### src/rtl/fetch_pkg.sv
// Shared types and helpers for the instruction fetch front end.
package fetch_pkg;

  localparam logic [31:0] NOP_INST = 32'h0000_0013;

  typedef struct packed {
    logic [31:0] pc;
    logic [31:0] inst;
    logic        fault;
  } fetch_entry_t;

  function automatic int cnt_width(input int depth);
    return $clog2(depth + 1);
  endfunction

endpackage

### src/rtl/fetch_fifo.sv
// Prefetch queue: synchronous FIFO of fetch entries with a flush input.
module fetch_fifo
  import fetch_pkg::*;
#(
  parameter int DEPTH = 4,
  localparam int CW = cnt_width(DEPTH)
) (
  input  logic          clk_i,
  input  logic          rst_i,
  input  logic          clear_i,
  input  logic          push_i,
  input  fetch_entry_t  wdata_i,
  input  logic          pop_i,
  output fetch_entry_t  rdata_o,
  output logic [CW-1:0] count_o,
  output logic          full_o,
  output logic          empty_o
);

  localparam int AW = $clog2(DEPTH);

  fetch_entry_t  mem_q [DEPTH];
  logic [AW-1:0] wr_ptr_q, rd_ptr_q;
  logic [CW-1:0] count_q;
  logic          do_push, do_pop;

  assign do_push = push_i && !full_o;
  assign do_pop  = pop_i && !empty_o;

  always_ff @(posedge clk_i) begin
    if (rst_i || clear_i) begin
      wr_ptr_q <= '0;
      rd_ptr_q <= '0;
      count_q  <= '0;
    end else begin
      if (do_push) wr_ptr_q <= wr_ptr_q + AW'(1);
      if (do_pop)  rd_ptr_q <= rd_ptr_q + AW'(1);
      count_q <= count_q + CW'(do_push) - CW'(do_pop);
    end
  end

  // Storage carries no reset; validity is tracked by the pointers alone.
  always_ff @(posedge clk_i) begin
    if (do_push) mem_q[wr_ptr_q] <= wdata_i;
  end

  assign rdata_o = mem_q[rd_ptr_q];
  assign count_o = count_q;
  assign full_o  = (count_q == CW'(DEPTH));
  assign empty_o = (count_q == '0);

endmodule

### src/rtl/fetch_unit.sv
// Decoupled instruction fetch: PC generator, pipelined imem port, prefetch queue.
// Optional macro FETCH_BYPASS_EN lets a response reach if_* in its arrival cycle.
module fetch_unit
  import fetch_pkg::*;
#(
  parameter int              XLEN     = 32,
  parameter int              DEPTH    = 4,
  parameter logic [XLEN-1:0] RESET_PC = '0
) (
  input  logic            clk,
  input  logic            reset,
  input  logic            redirect,
  input  logic [XLEN-1:0] redirect_pc,
  output logic            imem_req,
  output logic [XLEN-1:0] imem_addr,
  input  logic            imem_gnt,
  input  logic            imem_rvalid,
  input  logic [XLEN-1:0] imem_rdata,
  input  logic            imem_err,
  output logic            if_valid,
  output logic [XLEN-1:0] if_inst,
  output logic [XLEN-1:0] if_pc,
  output logic            if_fault,
  input  logic            id_ready
);

  localparam int CW  = cnt_width(DEPTH);
  localparam int CW1 = CW + 1;
  localparam logic [CW:0] DEPTH_W = CW1'(DEPTH);

  logic [XLEN-1:0] fetch_addr_q, fetch_addr_d;
  logic [XLEN-1:0] rsp_pc_q, rsp_pc_d;
  logic [CW-1:0]   outstanding_q, outstanding_d;
  logic [CW-1:0]   discard_q, discard_d;
  logic            halted_q, halted_d;

  logic            req, gnt_acc, rsp_acc, push, pop;
  fetch_entry_t    rsp_entry, head, out_entry;
  logic [CW-1:0]   fifo_count;
  logic            fifo_full, fifo_empty;

  // Every issued request must have a guaranteed queue slot for its response.
  assign req     = !reset && !redirect && !halted_q && !fifo_full &&
                   (({1'b0, outstanding_q} + {1'b0, fifo_count}) < DEPTH_W);
  assign gnt_acc = req && imem_gnt;
  assign rsp_acc = imem_rvalid && !reset && !redirect && (discard_q == '0);

  assign rsp_entry = '{pc: rsp_pc_q, inst: imem_rdata, fault: imem_err};

`ifdef FETCH_BYPASS_EN
  logic bypass_take;
  assign bypass_take = rsp_acc && fifo_empty;
  assign if_valid    = (bypass_take || !fifo_empty) && !reset && !redirect;
  assign out_entry   = bypass_take ? rsp_entry : head;
  assign push        = rsp_acc && !(bypass_take && id_ready);
`else
  assign if_valid    = !fifo_empty && !reset && !redirect;
  assign out_entry   = head;
  assign push        = rsp_acc;
`endif

  assign pop       = !fifo_empty && if_valid && id_ready;
  assign if_inst   = if_valid ? out_entry.inst : NOP_INST;
  assign if_pc     = if_valid ? out_entry.pc : '0;
  assign if_fault  = if_valid && out_entry.fault;
  assign imem_req  = req;
  assign imem_addr = fetch_addr_q;

  always_comb begin
    fetch_addr_d  = fetch_addr_q;
    rsp_pc_d      = rsp_pc_q;
    halted_d      = halted_q;
    discard_d     = discard_q;
    outstanding_d = outstanding_q + CW'(gnt_acc) - CW'(imem_rvalid);
    if (redirect) begin
      // Everything still in flight belongs to the abandoned stream.
      fetch_addr_d = redirect_pc & ~XLEN'(3);
      rsp_pc_d     = redirect_pc & ~XLEN'(3);
      halted_d     = 1'b0;
      discard_d    = outstanding_q - CW'(imem_rvalid);
    end else begin
      if (gnt_acc) fetch_addr_d = fetch_addr_q + XLEN'(4);
      if (imem_rvalid && (discard_q != '0)) discard_d = discard_q - CW'(1);
      if (rsp_acc) begin
        rsp_pc_d = rsp_pc_q + XLEN'(4);
        if (imem_err) halted_d = 1'b1;
      end
    end
  end

  always_ff @(posedge clk) begin
    if (reset) begin
      fetch_addr_q  <= RESET_PC;
      rsp_pc_q      <= RESET_PC;
      outstanding_q <= '0;
      discard_q     <= '0;
      halted_q      <= 1'b0;
    end else begin
      fetch_addr_q  <= fetch_addr_d;
      rsp_pc_q      <= rsp_pc_d;
      outstanding_q <= outstanding_d;
      discard_q     <= discard_d;
      halted_q      <= halted_d;
    end
  end

  fetch_fifo #(.DEPTH(DEPTH)) u_fifo (
    .clk_i   (clk),
    .rst_i   (reset),
    .clear_i (redirect),
    .push_i  (push),
    .wdata_i (rsp_entry),
    .pop_i   (pop),
    .rdata_o (head),
    .count_o (fifo_count),
    .full_o  (fifo_full),
    .empty_o (fifo_empty)
  );

endmodule

### config.mk
export PLATFORM = sky130hd
export DESIGN_NAME = fetch_unit
export DESIGN_NICKNAME = d
export VERILOG_FILES = /design/src/rtl/fetch_pkg.sv /design/src/rtl/fetch_fifo.sv /design/src/rtl/fetch_unit.sv
export SDC_FILE = /design/constraint.sdc
export NUM_CORES = 1
export LEC_CHECK = 0
export BUFFER_PORTS_ARGS = -buffer_cell sky130_fd_sc_hd__buf_4
export CAP_MARGIN = 15
export CORE_MARGIN = 1
export CORE_UTILIZATION = 58
export CTS_CLUSTER_SIZE = 14
export DETAILED_ROUTE_END_ITERATION = 12
export HOLD_SLACK_MARGIN = 0.06
export PLACE_DENSITY = 0.79
export RECOVER_POWER = 50
export SKIP_CTS_REPAIR_TIMING = 1
export SLEW_MARGIN = 20
export SYNTH_ARGS = -nofsm -noshare
export SYNTH_HDL_FRONTEND = slang
export SYNTH_HIERARCHICAL = 1
export SYNTH_SLANG_ARGS = --single-unit
### constraint.sdc
create_clock -name clk -period 3.6 [get_ports clk]
set_clock_uncertainty 0.2 [all_clocks]
set_input_delay 0.54 -clock clk [delete_from_list [all_inputs] [get_ports clk]]
set_output_delay 0.54 -clock clk [all_outputs]
set_load 0.02 [all_outputs]
==> results of run 1 <==
stage by stage:
| stage | std cells | hold slack, ns | utilization | power (mW) | instance area, µm² |
|---|---|---|---|---|---|
| floorplan | 967 | 0.260 | - | 4.73 | 14300 |
| global placement | 1424 | 0.285 | 0.671 | 4.95 | 15900 |
| detailed placement | 1424 | 0.301 | 0.671 | 4.96 | 15900 |
| CTS | 1480 | 0.0219 | 0.715 | 8.25 | 17000 |
| global route | 1513 | 0.0802 | 0.716 | 8.45 | 17000 |
| finish | 1513 | 0.0886 | 0.716 | 8.19 | 17000 |
routing by layer:
metal / wire length (µm) / part of all wire / GRT usage / vias up
li1: - / - / - / 4114
met1: 12500 / 0.42 / 0.345 / 4266
met2: 14300 / 0.48 / 0.371 / 427
met3: 2360 / 0.079 / 0.0421 / 49
met4: 624 / 0.021 / 0.0715 / 0
met5: 0 / 0 / 0 / -
layout make-up:
cell class | instances | area, µm² | area share
well taps | 319 | 399 | 0.0235
inverters | 29 | 109 | 0.00640
repair buffers | 222 | 1550 | 0.0913
multi-input cells | 551 | 4570 | 0.269
flip-flops and latches | 336 | 9330 | 0.549
clock inverters | 14 | 98.8 | 0.00581
clock buffers | 42 | 945 | 0.0555
worst reg2reg max path: cells and delay by family, from the launching register on:
family / cells / cell delay, ns
adder cells (fa/ha/maj): 1 / 0.19
buffers and inverters: 3 / 1.60
flip-flops: 1 / 0.30
AND/OR/NAND/NOR: 3 / 0.42
cell families (layout without fill, tap and decap cells):
kind of cell	Yosys count	in the layout	synth area share
fa+ha+maj	18	18	0.0169
compound gates	115	115	0.0535
flops	336	336	0.655
xor+xnor	37	37	0.0227
buf+inv	80	307	0.0271
simple gates	299	299	0.117
other cells	1	10	0.000263
mux	72	72	0.108
worst paths after layout:
check,cells after the start,end,slack [ns],startpoint
setup / recovery,7,u_fifo/mem_q[2][54],0.44,discard_q[0]
hold reg to reg,2,u_fifo/wr_ptr_q[0],0.31,u_fifo/wr_ptr_q[0]
setup reg to reg,7,u_fifo/mem_q[2][54],0.44,discard_q[0]
hold / removal,3,rsp_pc_q[4],0.09,redirect_pc[4]
registers in the layout (all words and copies together), names as in the netlist, 2 cells and up, named ones only:
| register | flops |
|---|---|
| outstanding_q | 3 |
| discard_q | 3 |
| u_fifo/wr_ptr_q | 2 |
| u_fifo/rd_ptr_q | 2 |
| imem_addr | 30 |
| rsp_pc_q | 30 |
| u_fifo/mem_q | 260 |
| u_fifo/count_o | 3 |
where the power goes:
group          internal (mW)  switching, mW
clock                   1.93           1.38
sequential              4.28          0.105
combinational          0.214          0.285
total                   6.42           1.77
layout by cell type (no fill, tap or decap), types with 13 or more instances in the layout:
cell / n
o21ai_0: 18
a31oi_1: 20
mux4_2: 65
nand3_1: 22
nand2_1: 54
and2_1: 66
nor2_1: 46
a211oi_1: 19
clkbuf_1: 71
dfxtp_1: 74
dlygate4sd3_1: 33
xor2_1: 25
nand4_1: 29
nor3_1: 13
a21oi_1: 24
ha_1: 16
buf_4: 114
edfxtp_1: 260
inv_1: 29
clkbuf_16: 37
==> flow_metrics.env, run 1 <==
export IMPL_synth_top_area_frac=0.548
export IMPL_cts_made_buffers=34
export IMPL_dieArea_um2=25200
export IMPL_grt_pass1_vias=8633
export IMPL_cts_tree="yes"
export IMPL_htreeDepth=2
export IMPL_cp_data_arrival_time_ns=3.05
export IMPL_maxCapViolCount=4
export IMPL_drive_gt1_frac=0.208
export IMPL_antenna_cells=0
export IMPL_fillers=1568
export IMPL_gp_congestion=0.925
export IMPL_cp_cell_sequence="inv_1, ha_1, nand3b_1, nor2_1, buf_4, and3_2, clkbuf_2"
export IMPL_powerDensity_nw_per_um2=481
export IMPL_relSlewSlack=-0.251
export IMPL_port_buffers=165
export IMPL_hold_path_class="in -> reg"
export IMPL_avgSynthCellArea_um2=14.9
export IMPL_die_h_um=159
export IMPL_cts_num_sinks=336
export IMPL_ant_nets=0
export IMPL_synth_top_area_cell="edfxtp_1"
export IMPL_io_pins=170
export IMPL_hpwl_um=18400
export IMPL_grt_max_degree=74
export IMPL_area_growth_pct=19.4
export IMPL_violations="max-capacitance violations, max-slew violations"
export IMPL_place_ws_ns=0.535
export IMPL_yosysSeqAreaShare=0.655
export IMPL_hold_viol=0
export IMPL_vias=8856
export IMPL_setup_worst_path_end_class="flop"
export IMPL_synthArstFlopShare=0
export IMPL_rsz0062_at_grt="no"
export IMPL_synth_cell_area_um2=14200
export IMPL_finalSetupViolCount=0
export IMPL_clk_root_buffer_cell="clkbuf_16"
export IMPL_ys_flop_type="edfxtp_1"
export IMPL_synth_area_leaders="edfxtp_1, dfxtp_1, mux4_2, and2_1, xor2_1"
export IMPL_nets=1263
export IMPL_period_needed_ns=3.16
export IMPL_start_util=0.600
export IMPL_track_usage=0.238
export IMPL_synth_most_common_cell="edfxtp_1"
export IMPL_clockBufferDepth=3
export IMPL_drt_vias_per_instance=5.85
export IMPL_status="finished with violations"
export IMPL_overflow=0
export IMPL_grt_pass1_wl_um=47000
export IMPL_required_ns=3.49
export IMPL_worst_pin_slew_ns=1.88
export IMPL_worst_path_max_delay_cell="clkbuf_2"
export IMPL_netlist_instances=958
export IMPL_yosys_warnings=6
export IMPL_core_um2=23800
export IMPL_cp_num_buf_inv=3
export IMPL_wl_per_cell_um=19.7
export IMPL_dr_pass1_iters=5
export IMPL_vdd_drop_max_mv=0.315
export IMPL_synth_common_cells="edfxtp_1, dfxtp_1, and2_1"
export IMPL_worstPathMaxFanout=65
export IMPL_fmax_ghz=0.316
export IMPL_synth_edff_count=260
export IMPL_drt_iter0_drc=674
export IMPL_drv_slew=272
export IMPL_layout_setup_ws_ns=0.439
export IMPL_timing_setup_tns_ns=0
export IMPL_max_stage_delay_ns=1.33
export IMPL_drc=0
export IMPL_synth_distinct_cells=60
export IMPL_critPathTopFamily="buffers and inverters"
export IMPL_cp_start_kind="flop"
export IMPL_fin_crit_sh=0.878
export IMPL_fp_row_count=56
export IMPL_drt_wl_total_um=29800
export IMPL_antenna_found_initial=0
export IMPL_path_class="reg -> reg"
export IMPL_clock_latency_ns=0.51
export IMPL_ys_ff_latch=336
export IMPL_leakage_nw=5.81
export IMPL_die_w_um=159
export IMPL_clk_pin_slew_ns=0.06
Note: power is estimated with default switching activity, not from simulation.
==> inputs of run 2 (changes only) <==
--- a/config.mk
+++ b/config.mk
@@ -5,14 +5,15 @@
 export SDC_FILE = /design/constraint.sdc
 export NUM_CORES = 1
 export LEC_CHECK = 0
+export ABC_AREA = 1
 export BUFFER_PORTS_ARGS = -buffer_cell sky130_fd_sc_hd__buf_4
 export CAP_MARGIN = 15
 export CORE_MARGIN = 1
-export CORE_UTILIZATION = 58
+export CORE_UTILIZATION = 59
 export CTS_CLUSTER_SIZE = 14
 export DETAILED_ROUTE_END_ITERATION = 12
 export HOLD_SLACK_MARGIN = 0.06
-export PLACE_DENSITY = 0.79
+export PLACE_DENSITY = 0.8
 export RECOVER_POWER = 50
 export SKIP_CTS_REPAIR_TIMING = 1
 export SLEW_MARGIN = 20
==> constraint.sdc (replaced) <==
create_clock -name clk -period 3.6 [get_ports clk]
set_clock_uncertainty 0.2 [all_clocks]
set_input_delay 0.18 -clock clk [delete_from_list [all_inputs] [get_ports clk]]
set_output_delay 0.18 -clock clk [all_outputs]
set_load 0.02 [all_outputs]
==> flow_metrics.env, run 2 <==
export IMPL_worstPathMaxFanout=65
export IMPL_grt_max_degree=80
export IMPL_fp_row_count=59
export IMPL_wl_per_cell_um=16.6
export IMPL_synth_adder_area_share=0.0153
export IMPL_area_growth_pct=19.7
export IMPL_core_um2=26100
export IMPL_synthXorXnorAreaFrac=0.00614
export IMPL_ant_nets=0
export IMPL_layout_cells_non_filler=2222
export IMPL_vdd_drop_max_mv=0.331
export IMPL_synth_cell_area_um2=15700
export IMPL_worst_path_max_delay_cell="dlygate4sd3_1"
export IMPL_grt_pass1_wl_um=55500
export IMPL_multiInputGateArea_um2=5240
export IMPL_drv_slew=0
export IMPL_clock_latency_ns=0.51
export IMPL_drive_gt1_frac=0.128
export IMPL_clk_root_buffer_cell="clkbuf_16"
export IMPL_holdWs_ns=0.0574
export IMPL_path_class="in -> out"
export IMPL_yosysSeqAreaShare=0.595
export IMPL_cts_tree="yes"
export IMPL_cts_num_sinks=336
export IMPL_yosys_warnings=6
export IMPL_worst_pin_slew_ns=1.09
export IMPL_start_util=0.602
export IMPL_drt_wl_total_um=36900
export IMPL_status="completed"
export IMPL_drc=0
export IMPL_synth_top_area_cell="edfxtp_1"
export IMPL_reg2regPathDepth=11
export IMPL_overflow=0
export IMPL_htreeDepth=2
export IMPL_die_w_um=165
export IMPL_total_power_mw=8.54
export IMPL_required_ns=3.22
export IMPL_max_stage_delay_ns=0.53
export IMPL_synth_top_area_frac=0.498
export IMPL_nets=1951
export IMPL_port_buffers=165
export IMPL_synthArstFlopShare=0
export IMPL_drt_iter0_drc=1057
export IMPL_min_path_cells=5
export IMPL_layout_setup_ws_ns=0.510
export IMPL_ys_ff_latch=336
export IMPL_vias=12400
export IMPL_seqCellArea_um2=9330
export IMPL_finalSetupViolCount=0
export IMPL_cp_start_kind="input pin"
export IMPL_dieArea_um2=27200
export IMPL_avgSynthCellArea_um2=9.56
export IMPL_relSlewSlack=0.275
export IMPL_powerDensity_nw_per_um2=455
export IMPL_drt_vias_per_instance=5.58
export IMPL_io_pins=170
export IMPL_place_inst=2092
export IMPL_hold_viol=0
export IMPL_fin_crit_sh=0.858
export IMPL_final_common_cell="nor2_1"
export IMPL_leakage_nw=7.25
export IMPL_track_usage=0.262
export IMPL_clockBufferDepth=3
export IMPL_hold_path_class="in -> reg"
export IMPL_regMostFlops="u_fifo/mem_q"
export IMPL_synth_common_cells="nor2_1, edfxtp_1, nand2_1"
export IMPL_antenna_found_initial=1
export IMPL_netlist_instances=1640
export IMPL_synth_edff_count=260
export IMPL_synth_compound_area_share=0.121
export IMPL_synth_distinct_cells=44
export IMPL_synth_most_common_cell="nor2_1"
export IMPL_final_cell_mix="nor2_1, edfxtp_1, nand2_1"
export IMPL_place_ws_ns=0.720
export IMPL_maxCapViolCount=0
export IMPL_gp_congestion=0.882
export IMPL_rsz0062_at_grt="no"
export IMPL_largest_reg_flops=260
export IMPL_cp_cell_sequence="dlygate4sd3_1, buf_4, nor2_4, inv_1, nor2_1, clkinv_1, buf_4, or2_2, buf_4"
export IMPL_cp_num_buf_inv=6
export IMPL_synthMuxAreaShare=0
export IMPL_ys_flop_type="edfxtp_1"
export IMPL_setup_worst_path_end_class="primary output"
export IMPL_die_h_um=165
export IMPL_critical_path_cell_count=9
export IMPL_synth_top_family_by_area="simple AND/OR/NAND/NOR gates"
export IMPL_crit_path_frequent_cell="buf_4"
export IMPL_clk_pin_slew_ns=0.06
export IMPL_hpwl_um=22100
export IMPL_dr_pass1_iters=6
export IMPL_cts_made_buffers=34
export IMPL_cp_data_arrival_time_ns=2.71
export IMPL_fmax_ghz=0.324
export IMPL_grt_pass1_vias=11200
export IMPL_synth_area_leaders="edfxtp_1, dfxtp_1, nor2_1, nand2_1, inv_1"
export IMPL_period_needed_ns=3.09
export IMPL_critPathTopFamily="buffers and inverters"
export IMPL_fillers=1866
export IMPL_yosys_area_share_simple=0.188
[run 2: cell count changes after synthesis, sizes merged, moves of 66 or more]
cell	before	now
and2	69	3
nor2	48	307
nand2	54	261
o22ai	0	68
inv	29	186
o21ai	18	167
nand3	23	104
[run 2: layout make-up]
cell class | instances | area share
timing repair buffer | 254 | 0.102
antenna | 1 | 0.000133
clock inverter | 20 | 0.0135
inverter | 188 | 0.0379
multi-input combinational | 1048 | 0.279
clock buffer | 40 | 0.0477
tap | 335 | 0.0223
sequential | 336 | 0.497
[run 2: kinds of logic after synthesis]
| family | Yosys count |
|---|---|
| AND/OR/NAND/NOR | 683 |
| flip-flops | 336 |
| AO/OA/AOI/OAI | 326 |
| buffers and inverters | 265 |
| adder cells (fa/ha/maj) | 18 |
| XOR/XNOR | 11 |
| other | 1 |
[run 2: worst register-to-register path: cells and delay by family, from the launching register on]
kind,cells,cell delay (ns)
compound gates,1,0.07
fa+ha+maj,1,0.16
buf+inv,5,1.53
flops,1,0.31
simple gates,4,0.51
[run 2: routing by layer]
metal | part of all wire | global-route usage | routed length (µm)
met1 | 0.40 | 0.337 | 14900
met2 | 0.50 | 0.456 | 18300
met3 | 0.075 | 0.0377 | 2750
met4 | 0.024 | 0.0834 | 900
met5 | 0 | 0 | 0
[run 2: final timing paths]
check	start	slack (ns)	endpoint
hold / removal	imem_gnt	0.06	outstanding_q[1]
setup / recovery	reset	0.51	if_inst[0]
hold reg to reg	u_fifo/rd_ptr_q[0]	0.29	u_fifo/rd_ptr_q[0]
setup reg to reg	discard_q[0]	0.73	rsp_pc_q[17]
[run 2: metrics by stage]
step	utilization	TNS, ns	instance area (µm²)
floorplan	-	-281.28	15700
global placement	0.660	0	17200
detailed placement	0.660	0	17200
CTS	0.704	0	18300
global route	0.720	0	18800
finish	0.720	0	18800
[run 2: where the power goes]
group	internal [mW]	switching, mW
clock network	2.15	1.44
logic	0.221	0.336
registers	4.27	0.115
